`src/rtl/lock_pkg.sv`:
```
// Shared state encodings and width helpers for the combination-lock sequencer.
package lock_pkg;

  typedef enum logic [1:0] {
    S_IDLE    = 2'd0,
    S_ENTRY   = 2'd1,
    S_OPEN    = 2'd2,
    S_LOCKOUT = 2'd3
  } state_t;

  // Bits needed to hold values 0..max_val inclusive.
  function automatic int cnt_w(input int max_val);
    return (max_val < 1) ? 1 : $clog2(max_val + 1);
  endfunction

  function automatic int max3(input int a, input int b, input int c);
    int m;
    m = (a > b) ? a : b;
    return (m > c) ? m : c;
  endfunction

endpackage

```
`src/rtl/lock_timer.sv`:
```
// Loadable down-counter shared by the entry-timeout, open and lockout windows.
// done marks the last counted cycle of a window (count==1); load has priority over en.
module lock_timer #(
  parameter int W = 6
) (
  input  logic         clk,
  input  logic         reset,
  input  logic         load,
  input  logic [W-1:0] load_val,
  input  logic         en,
  output logic         done
);

  logic [W-1:0] count;

  always_ff @(posedge clk or negedge reset) begin
    if (!reset) begin
      count <= '0;
    end else if (load) begin
      count <= load_val;
    end else if (en && (count != '0)) begin
      count <= count - W'(1);
    end
  end

  assign done = (count == W'(1));

endmodule

```
`src/rtl/seq_lock_controller.sv`:
```
// Combination-lock sequencer: whole-attempt compare, timed unlock, fail count and lockout.
// Outputs change one edge after the deciding symbol; no input-to-output comb path.
module seq_lock_controller
  import lock_pkg::*;
#(
  parameter int                 PAT_LEN  = 4,
  parameter logic [PAT_LEN-1:0] PATTERN  = 4'b1101,
  parameter int                 MAX_FAIL = 3,
  parameter int                 OPEN_CYC = 8,
  parameter int                 LOCK_CYC = 16,
  parameter int                 TIMEOUT  = 32
) (
  input  logic                         clk,
  input  logic                         reset,
  input  logic                         sym_valid,
  input  logic                         sym_bit,
  input  logic                         clear,
  output logic                         unlock,
  output logic                         locked_out,
  output logic                         fail_pulse,
  output logic [cnt_w(MAX_FAIL)-1:0]   fail_count,
  output logic [1:0]                   state_o
);

  localparam int FC_W  = cnt_w(MAX_FAIL);
  localparam int TMR_W = cnt_w(max3(OPEN_CYC, LOCK_CYC, TIMEOUT));
  localparam int IDX_W = $clog2(PAT_LEN);

  state_t            state, state_n;
  logic [IDX_W-1:0]  idx, idx_n;
  logic              mismatch, mismatch_n;
  logic [FC_W-1:0]   fc_n, fc_inc;
  logic              fp_n;
  logic              t_load, t_en, t_done;
  logic [TMR_W-1:0]  t_val;
  logic [PAT_LEN-1:0] pat_rev;
  logic              cur_mis;

  // pat_rev[i] is the symbol expected at position i of an attempt.
  for (genvar g = 0; g < PAT_LEN; g++) begin : g_rev
    assign pat_rev[g] = PATTERN[PAT_LEN-1-g];
  end

  lock_timer #(.W(TMR_W)) u_timer (
    .clk      (clk),
    .reset    (reset),
    .load     (t_load),
    .load_val (t_val),
    .en       (t_en),
    .done     (t_done)
  );

  always_ff @(posedge clk or negedge reset) begin
    if (!reset) begin
      state      <= S_IDLE;
      idx        <= '0;
      mismatch   <= 1'b0;
      fail_count <= '0;
      fail_pulse <= 1'b0;
    end else begin
      state      <= state_n;
      idx        <= idx_n;
      mismatch   <= mismatch_n;
      fail_count <= fc_n;
      fail_pulse <= fp_n;
    end
  end

  always_comb begin
    state_n    = state;
    idx_n      = idx;
    mismatch_n = mismatch;
    fc_n       = fail_count;
    fp_n       = 1'b0;
    t_load     = 1'b0;
    t_val      = '0;
    t_en       = 1'b0;
    cur_mis    = mismatch | (sym_bit != pat_rev[idx]);
    fc_inc     = (fail_count == FC_W'(MAX_FAIL)) ? fail_count : fail_count + FC_W'(1);

    unique case (state)
      S_IDLE: begin
        if (sym_valid) begin
          state_n    = S_ENTRY;
          idx_n      = IDX_W'(1);
          mismatch_n = (sym_bit != pat_rev[0]);
          t_load     = 1'b1;
          t_val      = TMR_W'(TIMEOUT);
        end
      end
      S_ENTRY: begin
        if (clear) begin
          state_n    = S_IDLE;
          idx_n      = '0;
          mismatch_n = 1'b0;
        end else if (sym_valid) begin
          t_load = 1'b1;
          t_val  = TMR_W'(TIMEOUT);
          if (idx == IDX_W'(PAT_LEN-1)) begin
            idx_n      = '0;
            mismatch_n = 1'b0;
            if (!cur_mis) begin
              state_n = S_OPEN;
              t_val   = TMR_W'(OPEN_CYC);
              fc_n    = '0;
            end else begin
              fp_n = 1'b1;
              fc_n = fc_inc;
              if (fc_inc == FC_W'(MAX_FAIL)) begin
                state_n = S_LOCKOUT;
                t_val   = TMR_W'(LOCK_CYC);
              end else begin
                state_n = S_IDLE;
              end
            end
          end else begin
            idx_n      = idx + IDX_W'(1);
            mismatch_n = cur_mis;
          end
        end else begin
          t_en = 1'b1;
          if (t_done) begin
            state_n    = S_IDLE;
            idx_n      = '0;
            mismatch_n = 1'b0;
          end
        end
      end
      S_OPEN: begin
        t_en = 1'b1;
        if (clear || t_done) begin
          state_n    = S_IDLE;
          idx_n      = '0;
          mismatch_n = 1'b0;
        end
      end
      S_LOCKOUT: begin
        t_en = 1'b1;
        if (t_done) begin
          state_n = S_IDLE;
          fc_n    = '0;
        end
      end
      default: state_n = S_IDLE;
    endcase
  end

  assign unlock     = (state == S_OPEN);
  assign locked_out = (state == S_LOCKOUT);
  assign state_o    = state;

endmodule
```
`config.mk`:
```
export PLATFORM = sky130hd
export DESIGN_NAME = seq_lock_controller
export DESIGN_NICKNAME = d
export VERILOG_FILES = /design/src/rtl/lock_pkg.sv /design/src/rtl/lock_timer.sv /design/src/rtl/seq_lock_controller.sv
export SDC_FILE = /design/constraint.sdc
export NUM_CORES = 1
export LEC_CHECK = 0
export BUFFER_PORTS_ARGS = -buffer_cell sky130_fd_sc_hd__buf_2
export CELL_PAD_IN_SITES_DETAIL_PLACEMENT = 1
export CELL_PAD_IN_SITES_GLOBAL_PLACEMENT = 2
export CORE_UTILIZATION = 39
export DETAILED_ROUTE_END_ITERATION = 16
export GPL_ROUTABILITY_DRIVEN = 1
export PLACE_DENSITY = 0.79
export SETUP_SLACK_MARGIN = 0.2
export SYNTH_ARGS = -nofsm -noshare
export SYNTH_HDL_FRONTEND = slang
export SYNTH_SLANG_ARGS = --single-unit
export TNS_END_PERCENT = 50
```
`constraint.sdc`:
```
create_clock -name clk -period 5.4 [get_ports clk]
set_input_delay 0.54 -clock clk [delete_from_list [all_inputs] [get_ports clk]]
set_output_delay 0.54 -clock clk [all_outputs]
set_load 0.01 [all_outputs]
```
# After elaboration in Yosys (flattened, before gate mapping)
# Index checks and enable logic that the tools add are counted.
# word_totals
register_bits	14
input_bits	5
output_inout_bits	7
wordCells	88
# op_classes
n_addsub	3
order_cmp	1
n_eq_ne	16
muxes	49
bitwise	2
n_reduce_logical	11
# ops
cell	n
2-to-1 mux 6 bit	8
2-to-1 mux 2 bit	17
2-to-1 mux 1 bit	16
one-hot mux 6 bit (2 select lines)	1
equality test 2 bit (second input constant)	5
inequality test 2 bit (second input constant)	4
inequality test 4 bit (second input constant)	2
one-hot mux 2 bit (4 select lines)	1
equality test 6 x 1 -> 1 bit (second input constant)	1
one-hot mux 2 bit (3 select lines)	1
nonzero test 6 bit	1
subtractor 6 x 1 -> 6 bit (second input constant)	1
AND reduction 5 bit	1
adder 2 x 1 -> 2 bit (second input constant)	2
inequality test 2 x 1 -> 1 bit (second input constant)	2
one-hot mux 1 bit (2 select lines)	2
one-hot mux 2 bit (2 select lines)	1
AND reduction 4 bit	1
nonzero test 2 bit	2
< comparator 2 x 3 -> 1 bit (second input constant)	1
one-hot mux 1 bit (3 select lines)	1
AND reduction 3 bit	1
nonzero test 3 bit	1
binary-select mux 1 bit (select 2 bit)	1
8 further kinds	8

# Longest topological paths before layout
# depth
word_depth	10
depth_mapped	7
ltp_nobuf	6

# Modules after synthesis
# A second synthesis with hierarchy kept.
# hier_totals
hier_cells	117
area_unflattened_um2	1089.8
# by_module_without_submodules
module	n_inst	cells_each	area_per_inst_um2	seq_area_each_um2
seq_lock_controller	1	71	674.4	200.2
lock_timer	1	46	415.4	150.1

# Worst setup path after synthesis
# OpenSTA, ideal clock, no wires.
# synth_timing
kind	reg2reg
from	reg state[1], in the netlist state_o[1]
to	reg u_timer.count[3]
setup_time_ns	0.120
arrival_time_ns	1.874
required_time_ns	5.280
slack_ns	3.406
stages_incl_launch_ff	8
path_buffers	1
synth_period_minus_slack_ns	1.994
path_cell_list	dfrtp_1 > inv_1 > ha_1 > or3b_1 > a221oi_2 > buf_4 > a31oi_1 > o22a_2
# synth_via
elab_chain_len	5
elab_cells_between_ends	11
classes_between	eq/ne (3); mux (4); reduce/logical (4)
# synth_rtl
element	line_no	rtl
start: declaration	seq_lock_controller.sv:29	state_t state, state_n;
start signal: assignment	seq_lock_controller.sv:61	state <= state_n;
equality test 2 bit	seq_lock_controller.sv:81	unique case (state)
OR reduction 2 bit (no line)	n/a	
one-hot mux 1 bit (2 select lines)	seq_lock_controller.sv:81	
logical AND 1 bit	lock_timer.sv:21	end else if (en && (count != '0)) begin
nonzero test 2 bit (no line)	n/a	
end signal: assignment	lock_timer.sv:20	count <= load_val;
end signal: assignment	lock_timer.sv:22	count <= count - W'(1);
end: declaration	lock_timer.sv:14	logic [W-1:0] count;
# Parallel ways exist; a longest one is shown, timed or not.
# A chain may end at the register's enable or synchronous reset.

# Worst setup path after layout
# Ends and elaborated chain as after synthesis.

==> summary.txt <==
Status
  – Outcome: complete, no violations

Setup path
  – Worst r2r src: state_o[1]$_DFFE_PN0P_
  – Critical path buffer and inverter count: 1
  – Setup CP Type: reg -> reg
  – R2R setup slack: 2.98 ns
  – CP peak stage delay: 0.69 ns
  – CP endpoint kind: register
  – Max FO, Critical Path: 11
  – R2r endpoint: u_timer.count[3]$_DFFE_PN0P_
  – Worst setup SP type: register
  – R2R cell count: 6
  – Delay-heaviest family, CP: compound AO/OA/AOI/OAI gates
  – Crit path cell chain: inv_1 -> ha_1 -> or3b_1 -> a221oi_2 -> a31oi_1 -> o22a_2
  – Required @ worst endpoint: 5.58 ns
  – WP data arrival: 2.60 ns
  – Worst path slowest cell: a221oi_2

Clocking
  – CTS buffer count: 3
  – H-tree depth: 1
  – Root Buffer: clkbuf_4
  – # resized after CTS: 0
  – CTS tree: done
  – Hold_buf cts: 0
  – Setup bufs post-CTS: 0
  – Worst-Skew Late Latency: 0.28 ns
  – Clock-pin slew on the worst setup and hold paths: 0.09 ns
  – Max clock buf depth: 2
  – Sink Count: 14

Finish
  – Seq. cell area: 350.3 um2
  – Layout cells sized above 1: 18.49%
  – Layout Cells excl Fill: 149
  – Final Util: 46.60%
  – Fill cells: 317
  – Area growth syn-to-layout: 11.23%
  – Post-layout nets: 135
  – Area of the multi-input gates: 644.4 um2
  – Diode count: 0

STA
  – Clock period minus worst slack: 2.424 ns
  – Achievable Freq: 412.5 MHz
  – Slew Limit Fails: 0
  – Final setup fails: 0
  – Fin. Hold Viols: 0
  – Setup TNS: 0 ns
  – Unrepaired setup endpoints after global routing: false
  – Setup Skew: 0.001718 ns
  – Slew at the pin with the worst max-slew slack: 0.7819 ns
  – Worst Slack Setup Final: 2.976 ns
  – Slew Limit Headroom: 47.87%
  – Fin crit share: 44.89%

Route
  – Final WL: 2.445 mm
  – Routed length per instance: 16.41 um
  – Starting DRT DRC Count: 9
  – Vias per cell: 5.993
  – Pre-Repair DR Iteration Count: 4
  – Post-route antenna net violation count: 0
  – DRC: 0
  – Total number of vias: 893

Placement
  – IO Port Bufs: 11
  – HPWL Detailed: 1.955 mm
  – Place WS: 2.985 ns
  – GPL Wtd Cong: 0.8473
  – Cells after DPL: 145

Global routing
  – Gr usage total: 19.62%
  – Total congestion overflow: 0
  – Initial antenna violation count: 0
  – Pin count of the biggest net entering global routing: 15
  – First-pass GRT wire length: 4.064 mm
  – Vias in the first global route: 879

Synthesis
  – XOR/XNOR share of the synthesized area: 1.673%
  – Mux contribution to synthesized area: 3.226%
  – Post-synth EDFFs: 0
  – Post-Synth Simple-Gate Area: 19.00%
  – Synth Net Count: 121
  – Synthesized netlist cell count: 106
  – Syn Area/Cell: 9.880 um2
  – Area contributors post-synth: dfrtp_1 33%, ha_1 12%, inv_1 3.9%
  – Async set-reset flop share out of synthesis: 100.0%
  – Syn Std Cell Area: 0.001047 mm2
  – Yosys top cell by area: dfrtp_1
  – Compound-gate portion of the synthesized area: 25.69%
  – Largest family of logic cells by synthesized area: compound AO/OA/AOI/OAI gates
  – Ys Warns: 0
  – Area share of fa/ha/maj cells after synthesis: 11.95%
  – Number of synthesized register bits: 14
  – Ys flop type: dfrtp_1
  – Register area share after synthesis: 33.45%
  – Top-area cell type share of the netlist area: 33.45%
  – Distinct cells, synth: 42

Pwr
  – Pwr dens: 472.0 mW/mm2
  – Leakage: 0.5159 nW
  – Peak supply drop: 221.5 uV

Floorplanning
  – Io pins: 12
  – Starting Density: 41.89%
  – FP Rows: 18
  – Die X: 53.82 um
  – Die ar.: 0.002897 mm2
  – Core Area: 0.002500 mm2
  – Die height: 53.82 um

Min path
  – Hold Crit Class: in -> async

Job
  – Max-cap violations: 0
-- metrics by stage --
| stage | cell area (um2) | power, mW | hold WS [ns] |
|---|---|---|---|
| 2_1_floorplan | 1047 | 0.4028 | 0.2444 |
| 3_3_place_gp | 1129 | 0.4692 | 0.4634 |
| 3_5_place_dp | 1129 | 0.4780 | 0.4652 |
| 4_1_cts | 1165 | 0.5588 | 0.1497 |
| 5_1_grt | 1165 | 0.6037 | 0.1506 |
| 6_report | 1165 | 0.5499 | 0.1454 |
-- per-layer routing --
layer	GRT usage (%)	share of wire, %	up-vias
li1	-	-	422
met1	26.33	49	457
met2	33.33	48	12
met3	3.390	2.9	2
met4	2.632	0.33	0
met5	0	0	-
-- flip-flops by register name, summed over array words and instances (netlist names) --
name,count
fail_pulse,1
idx,2
u_timer.count,6
state_o,2
fail_count,2
mismatch,1
-- where the power goes --
group	switching [mW]	internal (mW)	total, mW
Sequential	0.0494	0.143	0.193
Combinational	0.152	0.127	0.279
Clock	0.0367	0.0410	0.0777
-- placed cells by master, fill, tap and decap left out, drive strengths merged, types with 2 or more instances in the layout --
| master | synthesis | layout |
|---|---|---|
| o22a | 3 | 3 |
| a21o | 2 | 2 |
| clkbuf | 1 | 4 |
| a21oi | 4 | 4 |
| dfrtp | 14 | 14 |
| a22oi | 2 | 2 |
| nand4b | 2 | 2 |
| a221oi | 2 | 2 |
| nor3b | 2 | 2 |
| a211oi | 3 | 3 |
| xnor2 | 2 | 2 |
| or2b | 3 | 3 |
| mux2 | 3 | 3 |
| inv | 11 | 11 |
| nand2 | 2 | 2 |
| buf | 1 | 11 |
| o21ai | 2 | 2 |
| o41ai | 4 | 4 |
| nor2 | 11 | 11 |
| ha | 10 | 10 |
| nor3 | 5 | 5 |
| nor4 | 2 | 2 |
-- kinds of logic (layout without fill, tap and decap cells) --
logic type | Yosys count | after routing
AOI/OAI and AO/OA | 31 | 31
xor gates and xnor gates | 2 | 2
adders and majority gates | 10 | 10
buffers and inverters | 13 | 26
DFF | 14 | 14
muxes | 3 | 3
and+or+nand+nor | 33 | 33
-- worst register-to-register path: stages, from the launching register on --
cell,delay (ns)
dfrtp_1,0.44
inv_1,0.12
ha_1,0.25
or3b_1,0.41
a221oi_2,0.69
a31oi_1,0.17
o22a_2,0.25
-- how the worst max path moves through the flow --
stage / from / endpoint / slack (ns) / cells past startpoint
after global placement: state_o[1]$_DFFE_PN0P_ / u_timer.count[3]$_DFFE_PN0P_ / 3.06 / 6
after detailed placement: state_o[1]$_DFFE_PN0P_ / u_timer.count[3]$_DFFE_PN0P_ / 2.98 / 6
after floorplan: state_o[1]$_DFFE_PN0P_ / u_timer.count[3]$_DFFE_PN0P_ / 3.41 / 7
after global routing: state_o[1]$_DFFE_PN0P_ / u_timer.count[3]$_DFFE_PN0P_ / 2.79 / 6
after CTS: state_o[1]$_DFFE_PN0P_ / u_timer.count[3]$_DFFE_PN0P_ / 2.96 / 6
final: state_o[1]$_DFFE_PN0P_ / u_timer.count[3]$_DFFE_PN0P_ / 2.98 / 6
-- final cells by class --
| class | count | share of cell area [%] |
|---|---|---|
| clock buffer | 4 | 3.115 |
| inverter | 11 | 3.545 |
| multi-input combinational | 79 | 55.32 |
| sequential | 14 | 30.08 |
| tap | 30 | 3.222 |
| timing repair buffer | 11 | 4.726 |
-- cell usage after synthesis, types with 2 or more instances --
| master | n |
|---|---|
| dfrtp_1 | 14 |
| inv_1 | 11 |
| nor2_1 | 11 |
| ha_1 | 10 |
| nor3_1 | 5 |
| o41ai_1 | 4 |
| a211oi_1 | 3 |
| a21oi_1 | 3 |
| mux2_1 | 3 |
| a21o_1 | 2 |
| a22oi_1 | 2 |
| nand2_1 | 2 |
| nand4b_1 | 2 |
| nor3b_1 | 2 |
| o21ai_0 | 2 |
| o22a_1 | 2 |
| or2b_1 | 2 |
| xnor2_1 | 2 |
No activity file was read; power rests on OpenSTA's default activity.
